**src/rtl/usb_rx_pattern_checker_sat_counter.sv**
```systemverilog
// Up-counter with synchronous clear (clear wins over increment) and
// optional saturation at all-ones; without saturation it wraps.
module usb_sat_counter #(
  parameter int unsigned WIDTH  = 16,
  parameter bit          SAT_EN = 1'b1
) (
  input  logic             clk,
  input  logic             rst_n,
  input  logic             inc_i,
  input  logic             clr_i,
  output logic [WIDTH-1:0] cnt_o
);

  logic [WIDTH-1:0] cnt_q, cnt_d;

  always_comb begin
    cnt_d = cnt_q;
    if (clr_i) begin
      cnt_d = '0;
    end else if (inc_i && !(SAT_EN && (&cnt_q))) begin
      cnt_d = cnt_q + WIDTH'(1);
    end
  end

  always_ff @(posedge clk or negedge rst_n) begin
    if (!rst_n) begin
      cnt_q <= '0;
    end else begin
      cnt_q <= cnt_d;
    end
  end

  assign cnt_o = cnt_q;

endmodule

```
**config.mk**
```make
export PLATFORM = sky130hd
export DESIGN_NAME = usb_sat_counter
export DESIGN_NICKNAME = d
export VERILOG_FILES = /design/src/rtl/usb_rx_pattern_checker_sat_counter.sv
export SDC_FILE = /design/constraint.sdc
export NUM_CORES = 1
export LEC_CHECK = 0
export CORE_ASPECT_RATIO = 0.7
export CORE_UTILIZATION = 45
export CTS_CLUSTER_SIZE = 24
export DETAILED_ROUTE_END_ITERATION = 8
export PLACE_DENSITY = 0.74
export SLEW_MARGIN = 20
export SYNTH_ARGS = -nofsm -noshare
export SYNTH_HDL_FRONTEND = slang
export SYNTH_SLANG_ARGS = --single-unit
```
**constraint.sdc**
```tcl
create_clock -name clk -period 2.6 [get_ports clk]
set_input_delay 0.78 -clock clk [delete_from_list [all_inputs] [get_ports clk]]
set_output_delay 0.78 -clock clk [all_outputs]
set_load 0.01 [all_outputs]
```
==> After elaboration in Yosys (flattened, before gate mapping) <==
Cells that the tools add are included.
{ "word_totals": {"ff_bits": 16, "input_bits": 4, "output_inout_bits": 16, "wordCells": 8} }
{ "classes": {"addsub": 1, "muxes": 2, "reduce_logical": 4} }
{ "ops": {"columns": ["operator", "n"], "rows": [
  ["$mux W16", 2],
  ["$add A16 B1 Y16 const B", 1],
  ["$reduce_and A16 Y1", 1],
  ["$reduce_bool A2 Y1", 1],
  ["$logic_and A1 B1 Y1", 1],
  ["$logic_not A1 Y1", 1]
]} }

==> Depth between registers and ports, before layout <==
Gate-level depths: netlist (run 1).
{ "logic_depth": {"ltp_word": 5, "ltp_mapped": 5, "mapped_depth_nobuf": 5} }

==> Least setup slack after synthesis (run 1) <==
OpenSTA, ideal clock, no wires.
{ "synth_path": {"kind": "input-to-reg", "start": "input port inc_i", "end": "register cnt_q[15], in the netlist cnt_o[15]", "setup_time_ps": 78, "arrival_time_ps": 1718, "required_time_ps": 2522, "path_slack_ps": 804, "cell_stages": 4, "path_buffers": 0, "cell_sequence": "and4_4 > nand3_4 > or4_1 > a21oi_1"} }
{ "synth_via": {"elab_chain_len": 2} }
{ "synth_lines": {"columns": ["element", "line_no", "rtl"], "rows": [
  ["from (decl)", "9", "input logic inc_i,"],
  ["$logic_and A1 B1 Y1", "20", "end else if (inc_i && !(SAT_EN && (&cnt_q))) begin"],
  ["$reduce_bool A2 Y1 (no line)", null, null],
  ["to (signal assigned)", "29", "cnt_q <= cnt_d;"],
  ["to (decl)", "14", "logic [WIDTH-1:0] cnt_q, cnt_d;"]
]} }
Every way passes these cells.
A chain may end at the register's enable or synchronous reset.

==> Final worst setup path (run 1) <==
{ "layout_path": {"start": "register cnt_q[8], in the netlist cnt_o[8]", "end": "output port cnt_o[8]"} }
{ "layout_lines": {"columns": ["element", "line_no", "rtl"], "rows": [
  ["to (decl)", "11", "output logic [WIDTH-1:0] cnt_o"]
]} }
No word-level cell between the ends.

==> results of run 1 <==
==> power by group <==
part / leakage [nW] / internal, mW / switching (mW)
sequential: 0.222 / 0.252 / 0.00381
clock: 0.0138 / 0.0538 / 0.0721
combinational: 0.222 / 0.0171 / 0.0171
==> layer usage <==
| layer | global-route usage (%) | vias to the layer above | wire [µm] | share of wire (%) |
|---|---|---|---|---|
| li1 | - | 406 | - | - |
| met1 | 25.96 | 384 | 1027 | 50 |
| met2 | 30.06 | 28 | 884 | 43 |
| met3 | 7.261 | 2 | 128 | 6.3 |
| met4 | 7.317 | 0 | 7 | 0.34 |
| met5 | 0 | - | 0 | 0 |
==> final timing paths <==
kind / from / endpoint / depth (start not counted)
max in group asynchronous: rst_n / cnt_o[3] / 1
min in group asynchronous: rst_n / cnt_o[13] / 1
hold reg to reg: cnt_o[5] / cnt_o[5] / 1
setup / recovery: cnt_o[8] / cnt_o[8] / 1
setup reg to reg: cnt_o[0] / cnt_o[6] / 5
hold / removal: cnt_o[5] / cnt_o[5] / 1
==> final cells by class <==
class                           count  area, µm²  share of cell area, %
Clock buffer                        3      22.52                  1.942
Inverter                            2      7.507                 0.6473
Multi-Input combinational cell     75      504.2                  43.47
Sequential cell                    16      400.4                  34.52
Tap cell                           22      27.53                  2.373
Timing Repair Buffer               20      197.7                  17.04
==> cells by family (layout without fill, tap and decap cells) <==
logic type               Yosys count  count (layout)  share of synthesized area (%)
XOR/XNOR                           1               1                         0.9526
flip-flops                        16              16                          43.54
adder cells (fa/ha/maj)            1               1                          1.360
AO/OA/AOI/OAI                     22              22                          15.51
buffers and inverters              4              25                          1.633
AND/OR/NAND/NOR                   47              47                          31.97
multiplexers                       4               4                          5.034
==> through the flow <==
step	worst slack (ns)	instance area, µm²
after CTS	0.4694	1160
after global placement	0.2443	1137
after floorplan	0.8040	919.6
after global routing	0.3965	1160
after detailed placement	0.2197	1137
final	0.4628	1160
==> Yosys cell counts, drive strengths merged <==
library cell / count / share of area (%)
nand2b: 3 / 2.0
o21bai: 1 / 0.82
o2111ai: 1 / 1.6
ha: 1 / 1.4
nor2: 8 / 3.3
and4: 2 / 2.2
o31ai: 3 / 2.4
mux2i: 2 / 2.2
and2: 3 / 2.0
nor3: 4 / 3.4
xor2: 1 / 0.95
nand3: 5 / 4.1
o211ai: 1 / 0.82
mux2: 2 / 2.9
a31oi: 3 / 2.0
nand2: 7 / 2.9
nor2b: 2 / 1.4
or3: 4 / 2.7
nor4: 2 / 2.0
a21oi: 8 / 4.4
or4: 2 / 1.6
and3: 2 / 1.5
clkbuf: 2 / 0.82
nor3b: 1 / 0.82
inv: 2 / 0.82
o21ai: 4 / 2.2
dfrtp: 16 / 44
nand4: 2 / 2.0
a21boi: 1 / 1.2
==> impl_metrics.xml, run 1 <==
<?xml version="1.0" encoding="UTF-8"?>
<metrics>
  <group name="die">
    <metric name="core_footprint" unit="mm²">0.001887</metric>
    <metric name="num_io_pins" unit="">20</metric>
    <metric name="chipWidth" unit="µm">56.03</metric>
    <metric name="starting_density" unit="%">48.74</metric>
    <metric name="floorplan.die.height" unit="µm">39.82</metric>
    <metric name="row_count" unit="">13</metric>
    <metric name="dieArea" unit="mm²">0.002231</metric>
  </group>
  <group name="timing">
    <metric name="timing.hold.ws" unit="ns">0.5800</metric>
    <metric name="fmaxAchievable" unit="MHz">467.9</metric>
    <metric name="rsz0062_at_grt" unit="">false</metric>
    <metric name="finalCritPeriodShare" unit="%">82.20</metric>
    <metric name="worst-slew-pin-transition" unit="ns">0.7048</metric>
    <metric name="finalSetupViolCount" unit="">0</metric>
    <metric name="fin_setup_tns" unit="ns">0</metric>
    <metric name="finalHoldViolCount" unit="">0</metric>
    <metric name="finClkSkew" unit="ns">0.008994</metric>
    <metric name="drv_slew" unit="">0</metric>
    <metric name="timing.slew.headroom" unit="%">52.87</metric>
    <metric name="final_critical_delay_including_setup_and_external_delays" unit="ns">2.137</metric>
  </group>
  <group name="power_and_ir_drop">
    <metric name="total_leakage_power" unit="nW">0.4574</metric>
    <metric name="pwr_per_cell_area" unit="mW/mm²">358.2</metric>
    <metric name="post-layout-total-power" unit="mW">0.4155</metric>
    <metric name="max-vdd-ir-drop" unit="mV">0.2675</metric>
  </group>
  <group name="routing">
    <metric name="routed_wire_length_per_instance" unit="µm">14.84</metric>
    <metric name="post_drt_via_cell_ratio" unit="">5.942</metric>
    <metric name="drc_errors" unit="">0</metric>
    <metric name="dr_total_vias" unit="">820</metric>
    <metric name="detail_route.wirelength" unit="µm">2048</metric>
    <metric name="drt_pass1_iterations" unit="">4</metric>
    <metric name="final_antenna_net_count" unit="">0</metric>
    <metric name="drtIter0Drc" unit="">34</metric>
  </group>
  <group name="yosys">
    <metric name="synthesis.nets" unit="">100</metric>
    <metric name="syn_avg_cell_area" unit="µm²">9.680</metric>
    <metric name="yosysWarningCount" unit="">0</metric>
    <metric name="post_synth_instance_area" unit="µm²">919.6</metric>
    <metric name="yosys.cell_types.count" unit="">36</metric>
    <metric name="syn-instance-count" unit="">95</metric>
    <metric name="synth.yosys.seq_area_share" unit="%">43.54</metric>
    <metric name="synth_seq_cells" unit="">16</metric>
  </group>
  <group name="clocking">
    <metric name="clock-root-buffer" unit="">sky130_fd_sc_hd__clkbuf_4</metric>
    <metric name="tritoncts_num_sinks" unit="">16</metric>
    <metric name="post_cts_resize_count" unit="">0</metric>
    <metric name="clk-insertion-delay-late" unit="ns">0.29</metric>
    <metric name="h-tree-depth" unit="">1</metric>
    <metric name="cts-buffers-inserted" unit="">3</metric>
    <metric name="holdBufCountCts" unit="">0</metric>
    <metric name="maximum_clock_path_buffer_count" unit="">2</metric>
    <metric name="post-cts-setup-buffers" unit="">0</metric>
    <metric name="cts_tree" unit="">done</metric>
    <metric name="path_clk_slew" unit="ns">0.09</metric>
  </group>
  <group name="cells_and_area">
    <metric name="max_reg_flops" unit="">16</metric>
    <metric name="post_route_cells_drive_above_1_share" unit="%">12.07</metric>
    <metric name="filler_cell_count" unit="">160</metric>
    <metric name="finalNetCount" unit="">123</metric>
    <metric name="area_growth" unit="%">26.12</metric>
    <metric name="layout_commonest_cell" unit="">sky130_fd_sc_hd__clkdlybuf4s50_1</metric>
    <metric name="post-route-util" unit="%">61.47</metric>
    <metric name="antennaDiodeCount" unit="">0</metric>
    <metric name="mostFrequentLayoutCells" unit="">sky130_fd_sc_hd__clkdlybuf4s50_1 (19), sky130_fd_sc_hd__dfrtp_1 (16), sky130_fd_sc_hd__a21oi_1 (8), sky130_fd_sc_hd__nor2_1 (8), sky130_fd_sc_hd__nand2_1 (7)</metric>
    <metric name="final_cells" unit="">138</metric>
  </group>
  <group name="critical_path">
    <metric name="timing.critical_path.cells" unit="">clkdlybuf4s50_1</metric>
    <metric name="critical_path_data_required_time" unit="ns">1.82</metric>
    <metric name="r2r_slack" unit="ns">0.90</metric>
    <metric name="critical_path_class" unit="">register to primary output</metric>
    <metric name="crit_fanout" unit="">7</metric>
    <metric name="cell_type_group_with_the_largest_total_delay_on_the_critical_path" unit="">buffers and inverters</metric>
    <metric name="start_kind" unit="">register</metric>
    <metric name="crit_path_end_kind" unit="">primary output</metric>
    <metric name="slowest_stage" unit="">sky130_fd_sc_hd__clkdlybuf4s50_1</metric>
    <metric name="crit_path_max_incr_delay" unit="ns">0.59</metric>
    <metric name="worstPathBufferInverterCount" unit="">1</metric>
    <metric name="cp.arrival" unit="ns">1.36</metric>
  </group>
  <group name="place">
    <metric name="buffer_ports.inserted" unit="">19</metric>
    <metric name="dp.final_hpwl" unit="µm">1524</metric>
    <metric name="dpl.cell_count" unit="">135</metric>
    <metric name="finalWeightedCongestion" unit="">0.8062</metric>
  </group>
  <group name="run">
    <metric name="timing.max_cap.violations" unit="">0</metric>
  </group>
  <group name="global_routing">
    <metric name="pin_count_of_the_biggest_net_entering_global_routing" unit="">17</metric>
    <metric name="grt_antenna_before_repair" unit="">0</metric>
    <metric name="first_pass_grt_wire_length" unit="µm">3174</metric>
    <metric name="grt_usage" unit="%">19.78</metric>
    <metric name="overflow" unit="">0</metric>
    <metric name="grt_pass1_vias" unit="">698</metric>
  </group>
  <group name="min_path">
    <metric name="holdCritPathClass" unit="">register to register</metric>
  </group>
  <group name="status">
    <metric name="run_status" unit="">completed</metric>
  </group>
</metrics>
(Power assumes the default switching activity.)
==> inputs of run 2 (changes only) <==
--- a/config.mk
+++ b/config.mk
@@ -6,10 +6,10 @@
 export NUM_CORES = 1
 export LEC_CHECK = 0
 export CORE_ASPECT_RATIO = 0.7
-export CORE_UTILIZATION = 45
+export CORE_UTILIZATION = 44
 export CTS_CLUSTER_SIZE = 24
 export DETAILED_ROUTE_END_ITERATION = 8
-export PLACE_DENSITY = 0.74
+export PLACE_DENSITY = 0.76
 export SLEW_MARGIN = 20
 export SYNTH_ARGS = -nofsm -noshare
 export SYNTH_HDL_FRONTEND = slang
==> constraint.sdc (replaced) <==
create_clock -name clk -period 1.8 [get_ports clk]
set_input_delay 0.54 -clock clk [delete_from_list [all_inputs] [get_ports clk]]
set_output_delay 0.54 -clock clk [all_outputs]
set_load 0.01 [all_outputs]
==> run 2 against run 1 <==
Critical path type is now register to register. Non-clock buffer count grew 19. Largest power group unchanged. Sequential share of layout area shrank 4.6 points. The run now ends with negative setup slack left. Utilization up 9.5 points. Final area up 17%. Critical endpoint is now cnt_o[6].
==> impl_metrics.xml, run 2 (synthesis gave the netlist of run 1 again) <==
<?xml version="1.0" encoding="UTF-8"?>
<metrics>
  <group name="timing">
    <metric name="finalSetupViolCount" unit="">1</metric>
    <metric name="fmaxAchievable" unit="MHz">550.6</metric>
    <metric name="timing.slew.headroom" unit="%">65.97</metric>
    <metric name="finalHoldViolCount" unit="">0</metric>
    <metric name="worst-slew-pin-transition" unit="ns">0.5063</metric>
    <metric name="finClkSkew" unit="ns">0.004270</metric>
    <metric name="rsz0062_at_grt" unit="">true</metric>
    <metric name="finalWorstSetupSlack" unit="ns">-0.01613</metric>
    <metric name="fin_setup_tns" unit="ns">-0.01613</metric>
    <metric name="final_critical_delay_including_setup_and_external_delays" unit="ns">1.816</metric>
    <metric name="drv_slew" unit="">0</metric>
    <metric name="finalCritPeriodShare" unit="%">100.9</metric>
  </group>
  <group name="clocking">
    <metric name="cts_tree" unit="">done</metric>
    <metric name="h-tree-depth" unit="">1</metric>
    <metric name="tritoncts_num_sinks" unit="">16</metric>
    <metric name="clk-insertion-delay-late" unit="ns">0.30</metric>
    <metric name="clock-root-buffer" unit="">sky130_fd_sc_hd__clkbuf_4</metric>
    <metric name="cts-buffers-inserted" unit="">3</metric>
    <metric name="path_clk_slew" unit="ns">0.10</metric>
    <metric name="holdBufCountCts" unit="">0</metric>
    <metric name="maximum_clock_path_buffer_count" unit="">2</metric>
  </group>
  <group name="cells_and_area">
    <metric name="max_reg_flops" unit="">16</metric>
    <metric name="layout_commonest_cell" unit="">sky130_fd_sc_hd__buf_4</metric>
    <metric name="antennaDiodeCount" unit="">0</metric>
    <metric name="post_route_cells_drive_above_1_share" unit="%">30.88</metric>
    <metric name="finalNetCount" unit="">142</metric>
    <metric name="mostFrequentLayoutCells" unit="">sky130_fd_sc_hd__buf_4 (20), sky130_fd_sc_hd__clkdlybuf4s50_1 (14), sky130_fd_sc_hd__dfrtp_1 (13)</metric>
    <metric name="final_area" unit="mm²">0.001351</metric>
    <metric name="area_growth" unit="%">46.94</metric>
    <metric name="final_cells" unit="">158</metric>
  </group>
  <group name="critical_path">
    <metric name="start_kind" unit="">register</metric>
    <metric name="crit_fanout" unit="">5</metric>
    <metric name="critical_path_data_required_time" unit="ns">1.99</metric>
    <metric name="cp.arrival" unit="ns">2.01</metric>
    <metric name="crit_path_end_kind" unit="">register</metric>
    <metric name="critical_path_class" unit="">register to register</metric>
  </group>
  <group name="place">
    <metric name="dp.final_hpwl" unit="µm">1668</metric>
    <metric name="finalWeightedCongestion" unit="">0.7883</metric>
    <metric name="dpl.cell_count" unit="">141</metric>
    <metric name="placement.setup.worst_slack" unit="ns">-0.3316</metric>
    <metric name="placedInstanceArea" unit="mm²">0.001182</metric>
    <metric name="buffer_ports.inserted" unit="">19</metric>
  </group>
  <group name="global_routing">
    <metric name="grt_pass1_vias" unit="">832</metric>
    <metric name="grt.met3_usage" unit="%">6.774</metric>
    <metric name="pin_count_of_the_biggest_net_entering_global_routing" unit="">17</metric>
    <metric name="first_pass_grt_wire_length" unit="µm">4008</metric>
    <metric name="grt_busiest_layer" unit="">met2</metric>
    <metric name="grt_antenna_before_repair" unit="">0</metric>
    <metric name="groute.layer.met1.usage" unit="%">32.15</metric>
    <metric name="grt_usage" unit="%">24.72</metric>
    <metric name="overflow" unit="">0</metric>
    <metric name="grt_util_met2" unit="%">41.18</metric>
  </group>
  <group name="die">
    <metric name="starting_density" unit="%">48.32</metric>
    <metric name="dieArea" unit="mm²">0.002280</metric>
    <metric name="core_footprint" unit="mm²">0.001903</metric>
    <metric name="row_count" unit="">13</metric>
    <metric name="chipWidth" unit="µm">56.64</metric>
    <metric name="floorplan.die.height" unit="µm">40.25</metric>
    <metric name="num_io_pins" unit="">20</metric>
  </group>
  <group name="status">
    <metric name="violations" unit="">negative setup slack</metric>
    <metric name="run_status" unit="">finished, violations left</metric>
  </group>
  <group name="routing">
    <metric name="final_antenna_net_count" unit="">0</metric>
    <metric name="drc_errors" unit="">0</metric>
    <metric name="post_drt_via_cell_ratio" unit="">5.987</metric>
    <metric name="detail_route.wirelength" unit="µm">2632</metric>
    <metric name="dr_total_vias" unit="">946</metric>
    <metric name="drt_pass1_iterations" unit="">4</metric>
    <metric name="drtIter0Drc" unit="">45</metric>
    <metric name="routed_wire_length_per_instance" unit="µm">16.66</metric>
  </group>
  <group name="power_and_ir_drop">
    <metric name="max-vdd-ir-drop" unit="mV">0.5795</metric>
    <metric name="total_leakage_power" unit="nW">0.6091</metric>
    <metric name="pwr_per_cell_area" unit="mW/mm²">497.8</metric>
    <metric name="post-layout-total-power" unit="mW">0.6727</metric>
  </group>
  <group name="min_path">
    <metric name="holdCritPathClass" unit="">input pin to async pin</metric>
  </group>
  <group name="run">
    <metric name="timing.max_cap.violations" unit="">0</metric>
  </group>
</metrics>
-- run 2: cell count changes in the layout (fill, tap and decap cells not counted), sizes merged --
| cell | change |
|---|---|
| buf | +19 |
| clkbuf | +1 |
| clkdlybuf4s50 | -5 |
| dlygate4sd2 | +2 |
| dlymetal6s2s | +3 |
-- run 2: worst paths after layout --
path	start	endpoint	slack [ns]	depth (start not counted)
worst max-delay path	cnt_o[12]	cnt_o[6]	-0.02	5
max in group asynchronous	rst_n	cnt_o[3]	1.06	2
worst min register to register	cnt_o[5]	cnt_o[5]	0.58	2
worst min-delay path	rst_n	cnt_o[10]	0.54	2
worst max register to register	cnt_o[12]	cnt_o[6]	-0.02	5
min in group clk	cnt_o[5]	cnt_o[5]	0.58	2
-- run 2: area by class of cell --
type                       count  area [µm²]
tap                           22       27.53
timing repair buffer          39       345.3
clock buffer                   4       36.28
fill                         146       551.8
multi-input combinational     75       530.5
inverter                       2       7.507
sequential                    16       404.1
-- run 2: power breakdown --
| part | internal (mW) | switching (mW) |
|---|---|---|
| Combinational | 0.0301 | 0.0308 |
| Clock | 0.124 | 0.121 |
| Sequential | 0.363 | 0.00408 |
| Total | 0.517 | 0.156 |
-- run 2: critical path: stages (launching register included) --
cell and delay, ns:
sky130_fd_sc_hd__dfrtp_1 0.37, sky130_fd_sc_hd__buf_4 0.14, sky130_fd_sc_hd__nand4_1 0.32, sky130_fd_sc_hd__nor4_2 0.50, sky130_fd_sc_hd__nor3b_2 0.11, sky130_fd_sc_hd__mux2_2 0.28
-- run 2: metrics by stage --
step           hold slack [ns]  utilization, %
6_report                0.5435           71.01
4_1_cts                 0.5515           68.84
2_1_floorplan           0.2444               -
5_1_grt                 0.5716           71.01
3_5_place_dp            0.5646           62.13
3_3_place_gp            0.5519           62.13
-- run 2: repair_timing --
action / CTS / global route
pin swaps: 1 / 1
setup endpoints to repair: 16 / 9
setup buffers: 12 / 1
resized for setup: 5 / 9
cloned: 0 / 0
-- run 2: per-layer routing --
metal  vias to the layer above  wire length [µm]  part of all wire [%]
met3                         8               227                   8.6
met2                        51              1245                    47
li1                        440                 -                     -
met5                         -                 0                     0
met4                         0                68                   2.6
met1                       447              1090                    41
